**src/rtl/seq_divider_if.sv**
```systemverilog
// seq_divider_if: start/busy/done handshake bundle for the sequential divider.
//   start        - request a division (honoured only while the divider is idle)
//   dividend     - unsigned dividend, captured on an accepted start
//   divisor      - unsigned divisor, captured on an accepted start
//   busy         - divider is working (or presenting its result)
//   done         - one-cycle pulse, results valid
//   quotient     - division result, held until the next accepted start
//   remainder    - division result, held until the next accepted start
//   div_by_zero  - captured divisor was zero, held until the next accepted start
// master: the requester side; slave: the divider side.
interface seq_divider_if #(
    parameter int WIDTH = 4
);
    logic             start;
    logic [WIDTH-1:0] dividend;
    logic [WIDTH-1:0] divisor;
    logic             busy;
    logic             done;
    logic [WIDTH-1:0] quotient;
    logic [WIDTH-1:0] remainder;
    logic             div_by_zero;

    modport master (
        output start, dividend, divisor,
        input  busy, done, quotient, remainder, div_by_zero
    );

    modport slave (
        input  start, dividend, divisor,
        output busy, done, quotient, remainder, div_by_zero
    );
endinterface

```
**src/rtl/seq_divider.sv**
```systemverilog
// seq_divider: restoring shift-subtract divider, one SHIFT or SUBTRACT step
// per clock over a single working register r = {a[WIDTH:0], q[WIDTH-1:0]}.
// A WIDTH-bit division takes 2*WIDTH steps and is followed by a one-cycle
// DONE state that pulses done.
//   clk    - rising-edge clock
//   reset  - asynchronous active-high reset; aborts any division in flight
//   bus    - handshake/operand/result bundle (slave side of seq_divider_if)
module seq_divider #(
    parameter int WIDTH = 4
) (
    input  logic         clk,
    input  logic         reset,
    seq_divider_if.slave bus
);
    localparam int CW = $clog2(WIDTH + 1);

    typedef enum logic [1:0] {
        IDLE,
        SHIFT,
        SUBTRACT,
        DONE
    } state_t;

    state_t             state;
    state_t             next_state;
    logic [2*WIDTH:0]   r;
    logic [WIDTH-1:0]   divisor_q;
    logic [CW-1:0]      count;
    logic               div_by_zero_q;

    logic [WIDTH:0]     a;
    logic [WIDTH+1:0]   trial;
    logic               borrow;

    assign a      = r[2*WIDTH:WIDTH];
    // One extra bit beyond A so the MSB of the difference is the borrow.
    assign trial  = {1'b0, a} - {2'b00, divisor_q};
    assign borrow = trial[WIDTH+1];

    // NOTE: state and datapath registers use non-blocking assignments so every
    // flop samples the pre-edge values regardless of process ordering.
    always_ff @(posedge clk or posedge reset) begin
        if (reset) begin
            state <= IDLE;
        end else begin
            state <= next_state;
        end
    end

    // NOTE: next_state gets its default before the case so no path leaves it
    // unassigned, which would otherwise infer a latch.
    always_comb begin
        next_state = state;
        case (state)
            IDLE: begin
                if (bus.start) begin
                    next_state = (bus.divisor == '0) ? DONE : SHIFT;
                end
            end
            SHIFT:    next_state = SUBTRACT;
            SUBTRACT: next_state = (count == CW'(1)) ? DONE : SHIFT;
            DONE:     next_state = IDLE;
            default:  next_state = IDLE;
        endcase
    end

    always_ff @(posedge clk or posedge reset) begin
        if (reset) begin
            r             <= '0;
            divisor_q     <= '0;
            count         <= '0;
            div_by_zero_q <= 1'b0;
        end else begin
            case (state)
                IDLE: begin
                    if (bus.start) begin
                        divisor_q     <= bus.divisor;
                        count         <= CW'(WIDTH);
                        div_by_zero_q <= (bus.divisor == '0);
                        if (bus.divisor == '0) begin
                            // Skip the iterations: preload the fixed
                            // divide-by-zero answer, quotient all ones and
                            // remainder equal to the dividend.
                            r <= {1'b0, bus.dividend, {WIDTH{1'b1}}};
                        end else begin
                            r <= {{(WIDTH+1){1'b0}}, bus.dividend};
                        end
                    end
                end
                SHIFT: begin
                    r <= {r[2*WIDTH-1:0], 1'b0};
                end
                SUBTRACT: begin
                    // On borrow the register is left alone (restore step);
                    // the quotient bit shifted in as 0 is already correct.
                    if (!borrow) begin
                        r <= {trial[WIDTH:0], r[WIDTH-1:1], 1'b1};
                    end
                    count <= count - CW'(1);
                end
                default: ;
            endcase
        end
    end

    assign bus.busy        = (state != IDLE);
    assign bus.done        = (state == DONE);
    assign bus.quotient    = r[WIDTH-1:0];
    assign bus.remainder   = r[2*WIDTH-1:WIDTH];
    assign bus.div_by_zero = div_by_zero_q;
endmodule

```
**src/flat_wrapper.sv**
```systemverilog
// flat-port wrapper written by rule: the top's interface ports become plain ports
module seq_divider_flat 
#(
    parameter int WIDTH = 4
)
  (clk, reset, bus_start, bus_dividend, bus_divisor, bus_busy, bus_done, bus_quotient, bus_remainder, bus_div_by_zero);
  seq_divider_if #(.WIDTH(WIDTH)) bus_i ();
  input  logic clk;
  input  logic reset;
  input wire logic [$bits(bus_i.start)-1:0] bus_start;
  input wire logic [$bits(bus_i.dividend)-1:0] bus_dividend;
  input wire logic [$bits(bus_i.divisor)-1:0] bus_divisor;
  output wire logic [$bits(bus_i.busy)-1:0] bus_busy;
  output wire logic [$bits(bus_i.done)-1:0] bus_done;
  output wire logic [$bits(bus_i.quotient)-1:0] bus_quotient;
  output wire logic [$bits(bus_i.remainder)-1:0] bus_remainder;
  output wire logic [$bits(bus_i.div_by_zero)-1:0] bus_div_by_zero;
  assign bus_i.start = bus_start;
  assign bus_i.dividend = bus_dividend;
  assign bus_i.divisor = bus_divisor;
  assign bus_busy = bus_i.busy;
  assign bus_done = bus_i.done;
  assign bus_quotient = bus_i.quotient;
  assign bus_remainder = bus_i.remainder;
  assign bus_div_by_zero = bus_i.div_by_zero;
  seq_divider #(.WIDTH(WIDTH)) u_core (.clk(clk), .reset(reset), .bus(bus_i));
endmodule
```
**config.mk**
```make
export PLATFORM = sky130hd
export DESIGN_NAME = seq_divider_flat
export DESIGN_NICKNAME = d
export VERILOG_FILES = /design/src/rtl/seq_divider_if.sv /design/src/rtl/seq_divider.sv /design/src/flat_wrapper.sv
export SDC_FILE = /design/constraint.sdc
export NUM_CORES = 1
export LEC_CHECK = 0
export BUFFER_PORTS_ARGS = -buffer_cell sky130_fd_sc_hd__buf_2
export CORE_ASPECT_RATIO = 1.2
export CORE_MARGIN = 3
export CORE_UTILIZATION = 55
export CTS_CLUSTER_DIAMETER = 60
export CTS_CLUSTER_SIZE = 20
export DETAILED_ROUTE_END_ITERATION = 16
export PLACE_DENSITY = 0.79
export REMOVE_ABC_BUFFERS = 1
export SLEW_MARGIN = 5
export SYNTH_ARGS = -nofsm -noshare
export SYNTH_HDL_FRONTEND = slang
export SYNTH_SLANG_ARGS = --single-unit
```
**constraint.sdc**
```tcl
create_clock -name clk -period 4.2 [get_ports clk]
set_input_delay 0 -clock clk [delete_from_list [all_inputs] [get_ports clk]]
set_output_delay 0 -clock clk [all_outputs]
set_load 0.02 [all_outputs]
```
==> results.cfg <==
[grt]
track_usage_pct = 18.8
grt_pass1_wl_mm = 4.42
gr-total-overflow = 0
grt_max_degree = 20
antenna_found_initial = 0
grt_pass1_vias = 1003

[sta]
tightest_slew_ns = 0.731
fin_crit_ns = 1.91
relSlewSlack_pct = 51.2
report.final.slew_viol_count = 0
fmax_mhz = 524
fin_setup_tns_ns = 0
hold_viol = 0
rsz0062_at_grt = no
fin_skew_ns = 0.00347
finalCritPeriodShare_pct = 45.4
setup_viol = 0
worst_slack_ns = 2.29

[cells_and_area]
final_cells = 187
final_nets = 180
antenna_cells = 0
drive_gt1_share_pct = 28.7
most-common-layout-cells = buf_2 (21), dfrtp_1 (19), nand2_1 (16)
syn2layout_area_growth_pct = 9.48
final_common_cell = buf_2
nFillCells = 178

[floorplanning]
start_util_pct = 61.0
rows = 18
coreArea_um2 = 2180
dieArea_um2 = 3050
die_width_um = 50.9
io_pins = 22
die_h_um = 59.9

[hold_path]
hp-start = bus_dividend[2]
hold_path_class = in -> reg

[routing]
drcViolationCount = 0
postRouteAntennaNets = 0
drt-initial-drc-count = 20
vias = 1011
drt-wirelength-per-cell_um = 13.5
via_per_inst = 5.41
finalWirelength_mm = 2.52
first_pass_iters = 4

[pwr]
seqPwrFrac_pct = 26.9
p_sw_share_pct = 48.6
p_per_area_nw_per_um2 = 855
peakVddDrop_uv = 490
power.share.clock_pct = 7.1
p_sw_w = 0.000605
power.leakage_nw = 0.696
p_int_w = 0.000641
combPwrFrac_pct = 66.0

[clock_network]
cts.clk_slew.worst_paths_ns = 0.10
cts_buffers = 3
cts.htree.levels = 1
root_buffer = clkbuf_4
cts_tree = built
clk_latency_ns = 0.29
clock-sinks = 19
cts_buffer_depth = 2

[logic_synthesis]
synth_seq_area_share_pct = 35.7
synth_edf_count = 0
synthCells = 139
ys.flop_type = dfrtp_1
async_flop_share_pct = 100
syn_area_um2 = 1330
ys_types = 34
synthesis.yosys.warnings = 0
synth_seq_cells = 19
synth_area_per_cell_um2 = 9.59

[placed_design]
dp_slack_ns = 2.31
numPlacedInstances = 178
finalWeightedCongestion = 0.775
placement.io_buffers = 21
hpwl_mm = 1.95

[setup_path]
start_kind = register
crit_arrival_ns = 2.09
r2r_start = u_core.state[0]$_DFFE_PP0P_
reg2reg_slack_ns = 2.29
endpoint_kind = register
crit_fanout = 11
crit_required_ns = 4.38
path_class = reg -> reg
crit_start = u_core.state[0]$_DFFE_PP0P_

[status]
status = finished, final reports clean

[run]
cap_viol_max_count = 0
-- per-layer routing --
metal  wire (um)  global-route usage (%)  vias to the layer above
met5           0                       0                        -
met1        1170                    25.4                      478
met3         100                    2.24                        5
met4          35                    5.77                        0
met2        1210                    31.7                       21
li1            -                       -                      507
-- per-stage QoR --
step	hold slack [ns]	utilization, %	total power, W	instance area [um^2]
3_3_place_gp	0.143	63.3	0.00113	1380
3_5_place_dp	0.157	63.3	0.00116	1380
2_1_floorplan	-0.0489	-	0.000970	1240
4_1_cts	0.0252	66.8	0.00126	1460
6_report	0.0296	66.8	0.00125	1460
5_1_grt	0.0223	66.8	0.00137	1460
-- area by class of cell --
class                           instances  area [um^2]  area share (%)
Inverter                               14         52.6            3.60
Tap cell                               30         37.5            2.57
Clock buffer                            4         26.3            1.80
Timing Repair Buffer                   26          155            10.6
Sequential cell                        19          475            32.6
Multi-Input combinational cell         94          712            48.8
-- cells in the mapped netlist, drive strengths merged, types with 3 or more instances --
cell | count | area [um^2]
nand2 | 17 | 66.3
ha | 10 | 125
buf | 12 | 92.6
a21oi | 11 | 77.6
nand3 | 4 | 20.0
nor2b | 3 | 18.8
dfrtp | 19 | 475
o21ai | 14 | 70.1
mux2 | 8 | 90.1
inv | 14 | 52.6
nor2 | 6 | 25.0
-- cells by family after synthesis --
| logic type | synth area share, % |
|---|---|
| multiplexers | 7.51 |
| XOR/XNOR | 0.657 |
| flip-flops | 35.7 |
| AND/OR/NAND/NOR | 14.6 |
| adder cells (fa/ha/maj) | 10.9 |
| AO/OA/AOI/OAI | 19.7 |
| buffers and inverters | 10.9 |
-- critical path, stage by stage (launching register included) --
cell and delay (ns):
dfrtp_1 0.42, inv_1 0.10, ha_1 0.40, nor2b_1 0.22
nand2_1 0.11, o21bai_4 0.31, a2bb2oi_1 0.18, a21oi_1 0.05
-- timing repair --
action,CTS,global route
endpoints found under the hold margin,23,0
hold buffers,5,0
setup buffers,0,0
gates resized for setup,0,0
-- registers in the layout, indices dropped and copies added (netlist names) --
register and count:
u_core.bus.div_by_zero 1, u_core.count 3, u_core.state 2, u_core.divisor_q 4
u_core.r 9
-- power by group through the flow --
stage,combinational [W],clock (W),sequential [W]
final,0.000822,0.0000889,0.000336
after global routing,0.000918,0.0000998,0.000349
after CTS,0.000827,0.0000914,0.000336
after detailed placement,0.000819,0,0.000340
after global placement,0.000794,0,0.000333
after floorplan,0.000601,0,0.000369
-- worst paths after layout --
path | endpoint | depth (start not counted)
setup / recovery | u_core.r[8]$_DFFE_PP0P_ | 7
min in group asynchronous | u_core.r[3]$_DFFE_PP0P_ | 3
setup reg to reg | u_core.r[8]$_DFFE_PP0P_ | 7
hold / removal | u_core.r[6]$_DFFE_PP0P_ | 3
hold reg to reg | u_core.bus.div_by_zero$_DFFE_PP0P_ | 1
max in group asynchronous | u_core.r[6]$_DFFE_PP0P_ | 3
No activity file was read; power rests on OpenSTA's default activity.
